`src/rtl/seq_mult_ctrl_if.sv`:
```
// Operand/result handshake bundle for the shift-and-add multiplier.
// master issues start with operands; slave reports ready/busy/done/product.
interface seq_mult_ctrl_if #(
  parameter int WIDTH = 4
);
  logic               start;
  logic [WIDTH-1:0]   a;
  logic [WIDTH-1:0]   b;
  logic               ready;
  logic               busy;
  logic               done;
  logic [2*WIDTH-1:0] product;

  modport master (
    output start, a, b,
    input  ready, busy, done, product
  );

  modport slave (
    input  start, a, b,
    output ready, busy, done, product
  );
endinterface

```
`src/rtl/seq_mult_ctrl.sv`:
```
// Unsigned shift-and-add multiplier sequencer.
// One WIDTH-bit ripple-carry adder is reused for WIDTH iterations.
module seq_mult_ctrl #(
  parameter int WIDTH = 4
) (
  input  logic              clk,
  input  logic              reset,
  seq_mult_ctrl_if.slave    bus
);
  localparam int CW = $clog2(WIDTH + 1);

  typedef enum logic [1:0] {
    S_IDLE,
    S_RUN,
    S_DONE
  } state_t;

  state_t             r_state;
  state_t             w_next;
  logic [WIDTH-1:0]   r_mcand;
  logic [WIDTH-1:0]   r_acc_hi;
  logic [WIDTH-1:0]   r_acc_lo;
  logic [CW-1:0]      r_cnt;
  logic [2*WIDTH-1:0] r_product;

  logic [WIDTH-1:0]   w_addend;
  logic [WIDTH-1:0]   w_sum;
  logic [WIDTH:0]     w_carry;
  logic [WIDTH-1:0]   w_hi_nxt;
  logic [WIDTH-1:0]   w_lo_nxt;
  logic               w_accept;
  logic               w_last;

  assign w_addend   = r_acc_lo[0] ? r_mcand : '0;
  assign w_carry[0] = 1'b0;

  // Full-adder cells; the final carry becomes the new acc_hi MSB.
  for (genvar i = 0; i < WIDTH; i++) begin : g_fa
    assign w_sum[i]     = r_acc_hi[i] ^ w_addend[i] ^ w_carry[i];
    assign w_carry[i+1] = (r_acc_hi[i] & w_addend[i])
                        | (r_acc_hi[i] & w_carry[i])
                        | (w_addend[i] & w_carry[i]);
  end

  assign w_hi_nxt = {w_carry[WIDTH], w_sum[WIDTH-1:1]};
  assign w_lo_nxt = {w_sum[0], r_acc_lo[WIDTH-1:1]};
  assign w_accept = (r_state == S_IDLE) && bus.start;
  assign w_last   = (r_cnt == CW'(WIDTH - 1));

  always_comb begin
    w_next = r_state;
    unique case (r_state)
      S_IDLE: if (bus.start) w_next = S_RUN;
      S_RUN:  if (w_last)    w_next = S_DONE;
      S_DONE:                w_next = S_IDLE;
      default:               w_next = S_IDLE;
    endcase
  end

  always_ff @(posedge clk) begin
    if (reset) r_state <= S_IDLE;
    else       r_state <= w_next;
  end

  always_ff @(posedge clk) begin
    if (reset) begin
      r_mcand   <= '0;
      r_acc_hi  <= '0;
      r_acc_lo  <= '0;
      r_cnt     <= '0;
      r_product <= '0;
    end else if (w_accept) begin
      r_mcand   <= bus.a;
      r_acc_hi  <= '0;
      r_acc_lo  <= bus.b;
      r_cnt     <= '0;
      r_product <= '0;
    end else if (r_state == S_RUN) begin
      r_acc_hi <= w_hi_nxt;
      r_acc_lo <= w_lo_nxt;
      r_cnt    <= r_cnt + 1'b1;
      if (w_last) r_product <= {w_hi_nxt, w_lo_nxt};
    end
  end

  assign bus.ready   = (r_state == S_IDLE);
  assign bus.busy    = (r_state == S_RUN);
  assign bus.done    = (r_state == S_DONE);
  assign bus.product = r_product;
endmodule

```
`src/flat_wrapper.sv`:
```
// flat-port wrapper written by rule: the top's interface ports become plain ports
module seq_mult_ctrl_flat 
#(
  parameter int WIDTH = 4
)
  (clk, reset, bus_start, bus_a, bus_b, bus_ready, bus_busy, bus_done, bus_product);
  seq_mult_ctrl_if #(.WIDTH(WIDTH)) bus_i ();
  input  logic clk;
  input  logic reset;
  input wire logic [$bits(bus_i.start)-1:0] bus_start;
  input wire logic [$bits(bus_i.a)-1:0] bus_a;
  input wire logic [$bits(bus_i.b)-1:0] bus_b;
  output wire logic [$bits(bus_i.ready)-1:0] bus_ready;
  output wire logic [$bits(bus_i.busy)-1:0] bus_busy;
  output wire logic [$bits(bus_i.done)-1:0] bus_done;
  output wire logic [$bits(bus_i.product)-1:0] bus_product;
  assign bus_i.start = bus_start;
  assign bus_i.a = bus_a;
  assign bus_i.b = bus_b;
  assign bus_ready = bus_i.ready;
  assign bus_busy = bus_i.busy;
  assign bus_done = bus_i.done;
  assign bus_product = bus_i.product;
  seq_mult_ctrl #(.WIDTH(WIDTH)) u_core (.clk(clk), .reset(reset), .bus(bus_i));
endmodule
```
`config.mk`:
```
export PLATFORM = sky130hd
export DESIGN_NAME = seq_mult_ctrl_flat
export DESIGN_NICKNAME = d
export VERILOG_FILES = /design/src/rtl/seq_mult_ctrl_if.sv /design/src/rtl/seq_mult_ctrl.sv /design/src/flat_wrapper.sv
export SDC_FILE = /design/constraint.sdc
export NUM_CORES = 1
export LEC_CHECK = 0
export ABC_AREA = 1
export BUFFER_PORTS_ARGS = -buffer_cell sky130_fd_sc_hd__clkbuf_2
export CAP_MARGIN = 30
export CORE_MARGIN = 4
export CORE_UTILIZATION = 51
export CTS_BUF_LIST = sky130_fd_sc_hd__clkbuf_4 sky130_fd_sc_hd__clkbuf_8
export CTS_CLUSTER_DIAMETER = 60
export DETAILED_ROUTE_END_ITERATION = 8
export GPL_TIMING_DRIVEN = 0
export PLACE_DENSITY = 0.75
export SYNTH_ARGS = -nofsm -noshare
export SYNTH_HDL_FRONTEND = slang
export SYNTH_SLANG_ARGS = --single-unit
export TNS_END_PERCENT = 5
```
`constraint.sdc`:
```
create_clock -name clk -period 1.78 [get_ports clk]
set_input_delay 0.178 -clock clk [delete_from_list [all_inputs] [get_ports clk]]
set_output_delay 0.178 -clock clk [all_outputs]
set_load 0.02 [all_outputs]
```
Word-level counts from Yosys, hierarchy flattened. Index checks and enable logic that the tools add are counted.

Input bits: 11. Bits in registers: 25. Output and inout bits: 11. Word-level logic and storage cells: 47.

Add/subtract/negate cells: 1. Eq/ne operators: 5. Bitwise operators: 23. Muxes and demuxes: 6. Reduce and logical (&&, ||, !) cells: 6.

Operators by type and width (count): $mux W4 (3); $and A1 B1 Y1 (10); $xor A1 B1 Y1 (7); $or A1 B1 Y1 (6); $mux W2 (2); $pmux W2 S2 (1); $reduce_and A2 Y1 (2); $add A3 B1 Y3 const B (1); $eq A3 B2 Y1 const B (1); $eq A2 B1 Y1 const B (1); $eq A2 B2 Y1 const B (1); $logic_not A2 Y1 (1); $ne A2 B1 Y1 const B (1); $ne A2 B2 Y1 const B (1); $reduce_bool A2 Y1 (1); $reduce_or A2 Y1 (1); $logic_and A1 B1 Y1 (1).

Longest topological paths before layout. Gate-level depths: netlist (run 1).

Depth in word-level cells: 11. Mapped depth: 10. Depth with buffers taken out: 10.

Least setup slack after synthesis (run 1). No wires, ideal clock.

Path type: register -> register. Start point: reg u_core.r_acc_lo[0]. End point: reg u_core.r_product[6], in the netlist u_core.bus.product[6]. Data required time: 1.714 ns. Stages on the path, launching flop included: 10. Library setup time: 0.066 ns. Setup slack: -0.171 ns. Arrival time: 1.885 ns. Period minus slack after synthesis: 1.951 ns. Path buffers: 0. Cell sequence: dfxtp_1 nand2_1 inv_1 ha_1 fa_1 inv_1 fa_1 fa_1 nand3b_1 a21oi_2.

Cells in the longest elaborated chain, start to end: 9. Elaborated cells on any way between the ends: 14. Those cells by class: mux: 1; bitwise: 13.

RTL lines: from (decl) (line seq_mult_ctrl.sv:22) `logic [WIDTH-1:0] r_acc_lo;`; from (signal assigned) (line seq_mult_ctrl.sv:75) `r_acc_lo <= bus.b;`; from (signal assigned) (line seq_mult_ctrl.sv:80) `r_acc_lo <= w_lo_nxt;`; $mux W4 (*) (line seq_mult_ctrl.sv:34) `assign w_addend = r_acc_lo[0] ? r_mcand : '0;`; $and A1 B1 Y1 (line seq_mult_ctrl.sv:40) `assign w_carry[i+1] = (r_acc_hi[i] & w_addend[i])`; $and A1 B1 Y1 (line seq_mult_ctrl.sv:41) `| (r_acc_hi[i] & w_carry[i])`; $or A1 B1 Y1 (line seq_mult_ctrl.sv:41); $or A1 B1 Y1 (line seq_mult_ctrl.sv:42) `| (w_addend[i] & w_carry[i]);`; $and A1 B1 Y1 (line seq_mult_ctrl.sv:41); $or A1 B1 Y1 (line seq_mult_ctrl.sv:41); $or A1 B1 Y1 (line seq_mult_ctrl.sv:42); $xor A1 B1 Y1 (*) (line seq_mult_ctrl.sv:39) `assign w_sum[i] = r_acc_hi[i] ^ w_addend[i] ^ w_carry[i];`; to (signal assigned) (line seq_mult_ctrl.sv:82) `if (w_last) r_product <= {w_hi_nxt, w_lo_nxt};`; to (decl) (line seq_mult_ctrl.sv:24) `logic [2*WIDTH-1:0] r_product;`.

Mark *: on every way between the ends. The rest lies on a longest branch, timed or not. A chain may end at the register's enable or synchronous reset.

Worst setup path after layout (run 1). Same ends and word-level chain as after synthesis.

==> results.toml, run 1 <==
[run_status]
status = "finished, violations left"
violations = "setup timing"

[clock_tree]
cts_tree = "yes"
clkTransAtPathRegs_ns = 0.14
clock-sinks = 25
ctsHoldBuffers = 0
htree_levels = 1
clk-insertion-delay-late_ns = 0.31
numCtsBuffers = 3
cts_max_path_buffers = 2
clock-root-buffer = "clkbuf_4"

[critical_path]
r2r_cells = 9
cp_max_fo = 4
cp.arrival_ns = 2.26
start_kind = "flip-flop"
reg2reg_to = "u_core.bus.product[6]"
r2r_start = "u_core.r_acc_lo[0]"
endpoint = "u_core.bus.product[6]"
worstPathRequired_ns = 2.00
crit_path_end_kind = "flip-flop"
rrSetupSlack_ns = -0.26
worstSetupStartpoint = "u_core.r_acc_lo[0]"
worstSetupPathType = "reg -> reg"

[grt]
grt_pass1_wl_microns = 4000
grt_antenna_before_repair = 0
grt_pass1_vias = 927
overflow = 0
grt_util_met3 = 0.0302
grt_max_degree = 15
met1_usage = 0.215
busiest_layer = "met2"
grt_usage = 0.155
grtUsageMet2 = 0.248

[floorplan]
rows = 17
coreArea_sq_um = 2190
fp.dieH_microns = 55.9
start_util = 0.534
ios = 22
dieArea_sq_um = 3120
die_w_microns = 55.9

[place]
io_buffers = 21
pre_cts_slack_ns = -0.290
place_area_sq_um = 1310
gp_congestion = 0.813
place_hpwl_microns = 1760

[final_layout]
stdcell_area_sq_um = 1380
final_nets = 193
drive_above_1_share = 0.286
antenna_cells = 0
utilization = 0.628
area_delta_synth_final_pct = 17.6
nFillCells = 196

[timing]
max_freq_mhz = 491
hold_viol = 0
setup_violations = 5
slew_violations = 0
period_needed_ns = 2.04
skew_ns = 0.00756
setup_ws_ns = -0.256
slew_headroom = 0.694
tightestPinTransition_ns = 0.455
rsz0062_at_grt = "yes"
hold_slack_ns = 0.104
period_share = 1.14

[yosys]
yosysUniqueCellTypes = 19
synth_area_leaders = "dfxtp_1 43%, nand2_1 12%, inv_1 5.8%, fa_1 5.1%, nor2_1 5.1%"
synth_seq_area_share = 0.428
ys_ff_latch = 25
syn_inst = 149
synthTopCellsByCount = "37 x nand2_1, 25 x dfxtp_1, 18 x inv_1"
synth_most_common_cell = "nand2_1"
synth-edff-count = 0
syn_area_sq_um = 1170
synth_ff_type = "dfxtp_1"
synth_fp_nets = 166
synthArstFlopShare = 0
ys_warn_count = 0
avgSynthCellArea_sq_um = 7.85
synth_top_area_cell = "dfxtp_1"
yosysTopAreaCellShare = 0.428

[power]
clockPowerShare = 0.254
cellPowerDensity_nw_per_um2 = 701
netSwitchingPower_uw = 253
power_uw = 965
p_leak_nw = 0.630
vdd_drop_max_mv = 0.375
switching_share = 0.262
share_comb_of_total_power = 0.130
power.share.sequential = 0.616
internal-power_uw = 712

[drt]
wirelength_microns = 2290
wl_per_cell_microns = 11.3
via_count = 1003
drt_iter0_drc = 7
viasPerCell = 4.94
drc = 0
ant_nets = 0
firstDrtPassIters = 4

[job]
cap_violations = 0

[worst_hold_path]
min_path_type = "in -> reg"
[critical path, stage by stage, from the launching register on]
cell	delay [ns]
dfxtp_4	0.38
nand2_2	0.06
inv_2	0.06
ha_4	0.12
fa_2	0.18
inv_2	0.04
fa_2	0.34
fa_2	0.59
nand3b_1	0.13
a21oi_2	0.06
[kinds of logic (layout without fill, tap and decap cells)]
| group | Yosys count | after routing | synth area share |
|---|---|---|---|
| AO/OA/AOI/OAI | 22 | 22 | 0.109 |
| XOR/XNOR | 1 | 1 | 0.00749 |
| adder cells (fa/ha/maj) | 6 | 6 | 0.0834 |
| buffers and inverters | 23 | 49 | 0.0962 |
| flip-flops | 25 | 25 | 0.428 |
| AND/OR/NAND/NOR | 72 | 72 | 0.276 |
[through the flow]
step / std cells / setup TNS, ns
6_report: 203 / -0.756
5_1_grt: 203 / -1.09
4_1_cts: 203 / -1.01
3_5_place_dp: 198 / -0.977
3_3_place_gp: 198 / -0.808
2_1_floorplan: 149 / -0.299
[layout make-up]
| cell class | count | area, sq um | share of cell area |
|---|---|---|---|
| sequential | 25 | 505 | 0.367 |
| buffer | 4 | 41.3 | 0.0300 |
| clock inverter | 1 | 5.00 | 0.00364 |
| multi-input combinational | 101 | 583 | 0.424 |
| tap | 28 | 35.0 | 0.0255 |
| clock buffer | 3 | 22.5 | 0.0164 |
| inverter | 19 | 71.3 | 0.0518 |
| timing repair buffer | 22 | 113 | 0.0818 |
[state kept, by name, summed over array words and instances, names as in the netlist]
name                flops
u_core.r_cnt            3
u_core.r_acc_hi         4
u_core.r_state          2
u_core.r_acc_lo         4
u_core.r_mcand          4
u_core.bus.product      8
[placed cells by master, fill, tap and decap left out, types with 2 or more instances in the layout]
cell type,n
nand2_1,36
dfxtp_1,23
clkbuf_2,21
inv_1,16
nor2_1,16
nand3_1,11
a21oi_1,7
o21ai_0,7
a21oi_2,5
inv_2,3
buf_6,3
nand2_2,3
nand3b_1,3
fa_2,3
clkbuf_4,3
nor2_4,2
buf_4,2
o21ai_1,2
ha_1,2
[repair_timing]
item                       in CTS  in global routing
setup endpoints to repair       6                  6
buffers inserted                1                  0
resized for setup               2                 11
pin swaps                       2                  3
[worst min-delay path by stage]
stage,from,to,slack (ns),depth (start not counted)
floorplan,reset,u_core.r_acc_lo[0],0.24,1
global placement,bus_a[0],u_core.r_mcand[0],0.43,3
detailed placement,reset,u_core.r_acc_lo[2],0.43,2
CTS,reset,u_core.r_acc_lo[2],0.09,2
global route,reset,u_core.r_acc_lo[1],0.09,2
finish,reset,u_core.r_acc_lo[2],0.10,2
[layer usage]
layer | vias up | wire (microns) | part of all wire
met1 | 460 | 1050 | 0.46
met4 | 0 | 17 | 0.0074
li1 | 518 | - | -
met5 | - | 0 | 0
met2 | 23 | 1100 | 0.48
met3 | 2 | 128 | 0.056
[power groups by stage]
stage / sequential (mW) / combinational, mW / clock (mW)
2_1_floorplan: 0.603 / 0.0869 / 0
3_3_place_gp: 0.607 / 0.117 / 0
3_5_place_dp: 0.606 / 0.121 / 0
4_1_cts: 0.594 / 0.124 / 0.254
5_1_grt: 0.598 / 0.141 / 0.286
6_report: 0.595 / 0.125 / 0.245
(Power assumes the default switching activity.)
==> run 2, diff against run 1 <==
--- a/config.mk
+++ b/config.mk
@@ -15,6 +15,7 @@
 export DETAILED_ROUTE_END_ITERATION = 8
 export GPL_TIMING_DRIVEN = 0
 export PLACE_DENSITY = 0.75
+export SETUP_SLACK_MARGIN = 0.3
 export SYNTH_ARGS = -nofsm -noshare
 export SYNTH_HDL_FRONTEND = slang
 export SYNTH_SLANG_ARGS = --single-unit
==> run 2 against run 1 <==
  * The flow still finishes with violations (setup timing)
  * Clock power is essentially flat
  * Fmax grew 0.19%
  * Register-to-register slack is essentially flat
  * Sequential cell count is the same
  * Critical path depth is the same
  * Power grew 0.10%
  * Sequential share of layout area grew 0.063 points
  * Clock skew shrank 0.0049 ns
==> results.toml, run 2 (synthesis gave the netlist of run 1 again) <==
[critical_path]
r2r_cells = 9
start_kind = "flip-flop"
cp_slowest_stage_delay_ns = 0.59
crit_path_end_kind = "flip-flop"
cp.arrival_ns = 2.25
cp_max_fo = 4
r2r_start = "u_core.r_acc_lo[0]"
crit_chain = "nand2_2 -> inv_2 -> ha_4 -> fa_2 -> inv_2 -> fa_2 -> fa_2 -> nand3b_1 -> a21oi_2"
worstPathRequired_ns = 2.00
rrSetupSlack_ns = -0.25
crit_top_cell = "fa_2"
reg2reg_to = "u_core.bus.product[6]"
crit_slowest_cell = "fa_2"
worstSetupPathType = "reg -> reg"

[place]
gp_congestion = 0.813
io_buffers = 21
pre_cts_slack_ns = -0.290
place_hpwl_microns = 1760

[clock_tree]
ctsHoldBuffers = 0
numCtsBuffers = 3
clkTransAtPathRegs_ns = 0.13
clk-insertion-delay-late_ns = 0.31
clock-root-buffer = "clkbuf_4"
clock-sinks = 25
htree_levels = 1
cts_max_path_buffers = 2
cts_tree = "yes"

[final_layout]
mostFrequentLayoutCells = "36 x nand2_1, 21 x dfxtp_1, 20 x clkbuf_2"
drive_above_1_share = 0.303
largest_reg_flops = 8
multi_input_area_sq_um = 587
nFillCells = 196
antenna_cells = 0
ff_latch_area_sq_um = 510
area_delta_synth_final_pct = 18.6
final_nets = 193
final_common_cell = "nand2_1"

[worst_hold_path]
min_path_type = "in -> reg"
hold_end = "u_core.r_acc_lo[2]"
hold_depth = 2
hold_start = "reset"

[timing]
skew_ns = 0.00268
hold_viol = 0
slew_violations = 0
slew_headroom = 0.695
setup_ws_ns = -0.252
period_needed_ns = 2.03
hold_slack_ns = 0.100
rsz0062_at_grt = "yes"
setup_violations = 5
tightestPinTransition_ns = 0.452
max_freq_mhz = 492
period_share = 1.14

[drt]
drt_iter0_drc = 14
viasPerCell = 4.97
wl_per_cell_microns = 11.2
firstDrtPassIters = 4
ant_nets = 0
wirelength_microns = 2280
via_count = 1008
drc = 0

[job]
cap_violations = 0

[power]
p_leak_nw = 0.632
cellPowerDensity_nw_per_um2 = 696
vdd_drop_max_mv = 0.375

[floorplan]
fp.dieH_microns = 55.9
ios = 22
coreArea_sq_um = 2190
start_util = 0.534
rows = 17
dieArea_sq_um = 3120
die_w_microns = 55.9

[grt]
grt_usage = 0.155
grt_pass1_vias = 927
overflow = 0
grt_pass1_wl_microns = 4000
grt_antenna_before_repair = 0
grt_max_degree = 15

[run_status]
violations = "setup timing"
status = "finished, violations left"
run 2: routing by layer:
layer	GRT usage	up-vias	wire, microns
met3	0.0302	2	96
met1	0.215	471	1070
met4	0.0407	0	17
li1	-	521	-
met2	0.248	14	1090
met5	0	-	0
run 2: worst max path at each step:
| stage | end | from | slack [ns] |
|---|---|---|---|
| 2_1_floorplan | u_core.bus.product[6] | u_core.r_acc_lo[0] | -0.15 |
| 3_3_place_gp | u_core.bus.product[6] | u_core.r_acc_lo[0] | -0.25 |
| 3_5_place_dp | u_core.bus.product[6] | u_core.r_acc_lo[0] | -0.29 |
| 4_1_cts | u_core.bus.product[6] | u_core.r_acc_lo[0] | -0.31 |
| 5_1_grt | u_core.r_acc_hi[2] | u_core.r_acc_lo[0] | -0.31 |
| 6_report | u_core.bus.product[6] | u_core.r_acc_lo[0] | -0.25 |
run 2: cell type report:
class,count,share of cell area
Multi-Input combinational cell,101,0.423
Sequential cell,25,0.368
Timing Repair Buffer,22,0.0830
Inverter,19,0.0514
Buffer,4,0.0298
Tap cell,28,0.0252
Clock buffer,3,0.0162
Clock inverter,1,0.00361
run 2: timing repair:
action                                 in CTS  in global routing
resized for setup                           2                 17
endpoints found under the hold margin       0                  0
pin swaps                                   2                  5
setup endpoints to repair                   7                  9
buffers inserted                            1                  0
run 2: critical path, delay by kind of cell, from the launching register on:
family	cells	cell delay, ns
compound gates	1	0.05
simple gates	2	0.19
fa+ha+maj	4	1.23
flops	1	0.38
buf+inv	2	0.10
run 2: per-stage QoR:
step | setup TNS [ns] | std cells | area [sq um] | total power [mW] | utilization
after CTS | -1.01 | 203 | 1350 | 0.973 | 0.615
after detailed placement | -0.977 | 198 | 1310 | 0.728 | 0.599
final | -0.778 | 203 | 1390 | 0.966 | 0.633
after global routing | -1.10 | 203 | 1390 | 1.03 | 0.633
after global placement | -0.808 | 198 | 1310 | 0.724 | 0.599
after floorplan | -0.299 | 149 | 1170 | 0.690 | -
run 2: power by group:
group / internal (mW) / switching, mW
logic: 0.0515 / 0.0752
clock network: 0.0838 / 0.162
registers: 0.578 / 0.0161
total: 0.714 / 0.253
==> run 3, diff against run 2 <==
--- a/config.mk
+++ b/config.mk
@@ -5,16 +5,17 @@
 export SDC_FILE = /design/constraint.sdc
 export NUM_CORES = 1
 export LEC_CHECK = 0
-export ABC_AREA = 1
+export ABC_CLOCK_PERIOD_IN_PS = 1780
 export BUFFER_PORTS_ARGS = -buffer_cell sky130_fd_sc_hd__clkbuf_2
 export CAP_MARGIN = 30
+export CORE_ASPECT_RATIO = 0.6
 export CORE_MARGIN = 4
-export CORE_UTILIZATION = 51
+export CORE_UTILIZATION = 50
 export CTS_BUF_LIST = sky130_fd_sc_hd__clkbuf_4 sky130_fd_sc_hd__clkbuf_8
 export CTS_CLUSTER_DIAMETER = 60
 export DETAILED_ROUTE_END_ITERATION = 8
 export GPL_TIMING_DRIVEN = 0
-export PLACE_DENSITY = 0.75
+export PLACE_DENSITY = 0.74
 export SETUP_SLACK_MARGIN = 0.3
 export SYNTH_ARGS = -nofsm -noshare
 export SYNTH_HDL_FRONTEND = slang
==> run 3 against run 2 <==
  * Largest cell class unchanged
  * Synthesized cell count down 17%
  * The run still ends with setup timing left
  * Synthesized area down 1.9%
  * First-iteration DRC count up 130%
==> results.toml, run 3 <==
[run_status]
status = "finished, violations left"
violations = "setup timing"

[grt]
grt_pass1_vias = 853
grt_antenna_before_repair = 0
grt_max_degree = 16
grt_pass1_wl_microns = 3940
overflow = 0
busiest_layer = "met2"
met1_usage = 0.211
grt_usage = 0.164
grt_util_met3 = 0.0556
grtUsageMet2 = 0.274

[clock_tree]
cts_max_path_buffers = 2
clock-sinks = 25
cts_tree = "yes"
clock-root-buffer = "clkbuf_8"
numCtsBuffers = 3
htree_levels = 1
clkTransAtPathRegs_ns = 0.09
clk-insertion-delay-late_ns = 0.27

[final_layout]
nFillCells = 190
final_cells = 181
drive_above_1_share = 0.371
stdcell_area_sq_um = 1430
area_delta_synth_final_pct = 24.6
mostFrequentLayoutCells = "23 x dfxtp_1, 20 x clkbuf_2, 18 x nor2_1, 18 x nand2_1, 12 x a21oi_1"
multi_input_area_sq_um = 593
antenna_cells = 0
final_nets = 169
largest_reg_flops = 8
ff_latch_area_sq_um = 503
final_common_cell = "dfxtp_1"

[drt]
wirelength_microns = 2300
viasPerCell = 4.88
via_count = 883
drt_iter0_drc = 32
ant_nets = 0
firstDrtPassIters = 4
drc = 0
wl_per_cell_microns = 12.7

[floorplan]
dieArea_sq_um = 3150
rows = 13
ios = 22
start_util = 0.526
die_w_microns = 69.8
coreArea_sq_um = 2180
fp.dieH_microns = 45.1

[timing]
hold_slack_ns = 0.137
period_needed_ns = 1.92
skew_ns = 0.00719
period_share = 1.08
tightestPinTransition_ns = 0.438
max_freq_mhz = 521
setup_violations = 2
slew_headroom = 0.708
slew_violations = 0
rsz0062_at_grt = "yes"
hold_viol = 0
setup_ws_ns = -0.139

[yosys]
syn_area_sq_um = 1150
synth_most_common_cell = "dfxtp_1"
ys_warn_count = 0
synth_fp_nets = 141
ys_ff_latch = 25
avgSynthCellArea_sq_um = 9.25
yosysTopAreaCellShare = 0.436
synthArstFlopShare = 0
synth-edff-count = 0
synth_top_area_cell = "dfxtp_1"
syn_inst = 124
synth_seq_area_share = 0.436
yosysUniqueCellTypes = 30
synth_ff_type = "dfxtp_1"
synth_area_leaders = "dfxtp_1 44%, nand2_1 5.9%, nor2_1 5.9%, a21oi_1 5.2%, fa_1 5.2%"
synthTopCellsByCount = "25 x dfxtp_1, 18 x nand2_1, 18 x nor2_1"

[power]
p_leak_nw = 0.570
clockPowerShare = 0.308
switching_share = 0.258
share_comb_of_total_power = 0.155
internal-power_uw = 827
cellPowerDensity_nw_per_um2 = 779
vdd_drop_max_mv = 0.636
power.share.sequential = 0.538
netSwitchingPower_uw = 288

[critical_path]
cp.arrival_ns = 2.12
worstPathRequired_ns = 1.98
crit_top_cell = "fa_2"
crit_chain = "and2_4 -> ha_4 -> fa_2 -> inv_2 -> fa_2 -> fa_2 -> a211oi_2"
worstSetupPathType = "reg -> reg"
start_kind = "flip-flop"
crit_path_end_kind = "flip-flop"
cp_max_fo = 2
cp_slowest_stage_delay_ns = 0.46
crit_slowest_cell = "fa_2"

[place]
gp_congestion = 0.771
place_hpwl_microns = 1700
io_buffers = 21
place_area_sq_um = 1290
place_inst = 175

[job]
cap_violations = 0

[worst_hold_path]
min_path_type = "in -> reg"
run 3: changes by cell type after synthesis, sizes merged, moves of 2 or more:
| cell | delta |
|---|---|
| a211oi | +7 |
| a221oi | +2 |
| and2 | +2 |
| buf | +3 |
| inv | -10 |
| mux2i | +4 |
| nand2 | -22 |
| nand3 | -11 |
| nand3b | -2 |
| o21ai | -9 |
run 3: cells by family after synthesis:
logic type / share of synthesized area
buffers and inverters: 0.0927
AO/OA/AOI/OAI: 0.148
AND/OR/NAND/NOR: 0.195
multiplexers: 0.0349
adder cells (fa/ha/maj): 0.0851
flip-flops: 0.436
XOR/XNOR: 0.00763
run 3: path summary, 6_finish.rpt:
| check | from | endpoint | slack, ns | cells past startpoint |
|---|---|---|---|---|
| min | bus_b[1] | u_core.r_acc_lo[1] | 0.14 | 3 |
| min reg2reg | u_core.bus.product[1] | u_core.bus.product[1] | 0.46 | 2 |
| max | u_core.r_acc_lo[0] | u_core.r_acc_hi[2] | -0.14 | 7 |
| max reg2reg | u_core.r_acc_lo[0] | u_core.r_acc_hi[2] | -0.14 | 7 |
run 3: what timing repair did:
item | CTS | global route
setup endpoints to repair | 9 | 12
buffers inserted | 2 | 0
endpoints found under the hold margin | 0 | 0
hold buffers | 0 | 0
pin swaps | 2 | 2
resized for setup | 20 | 2
run 3: metal layers:
metal  up-vias  part of all wire
li1        459                 -
met1       406              0.49
met2        16              0.46
met3         2             0.050
met4         0            0.0052
met5         -                 0
run 3: critical path, delay by kind of cell (launching register included):
| kind | cells | cell delay, ns |
|---|---|---|
| flops | 1 | 0.33 |
| simple gates | 1 | 0.16 |
| compound gates | 1 | 0.18 |
| buf+inv | 1 | 0.06 |
| fa+ha+maj | 4 | 1.12 |
run 3: area by class of cell:
type	instances	area share
multi-input cells	82	0.415
flip-flops and latches	25	0.352
repair buffers	23	0.0901
plain buffers	8	0.0560
clock buffers	3	0.0289
inverters	9	0.0271
well taps	30	0.0262
clock inverters	1	0.00525
run 3: through the flow:
stage	TNS (ns)	utilization	total power [mW]	setup slack [ns]
final	-0.270	0.656	1.11	-0.139
after global routing	-0.510	0.656	1.18	-0.218
after CTS	-0.464	0.653	1.12	-0.193
after detailed placement	-1.16	0.592	0.756	-0.291
after global placement	-0.980	0.592	0.751	-0.265
after floorplan	-0.406	-	0.717	-0.156
run 3: power by group through the flow:
stage | clock, mW | sequential (mW) | combinational [mW]
3_3_place_gp | 0 | 0.612 | 0.139
2_1_floorplan | 0 | 0.608 | 0.109
4_1_cts | 0.355 | 0.599 | 0.170
6_report | 0.343 | 0.599 | 0.172
5_1_grt | 0.387 | 0.603 | 0.191
3_5_place_dp | 0 | 0.613 | 0.143
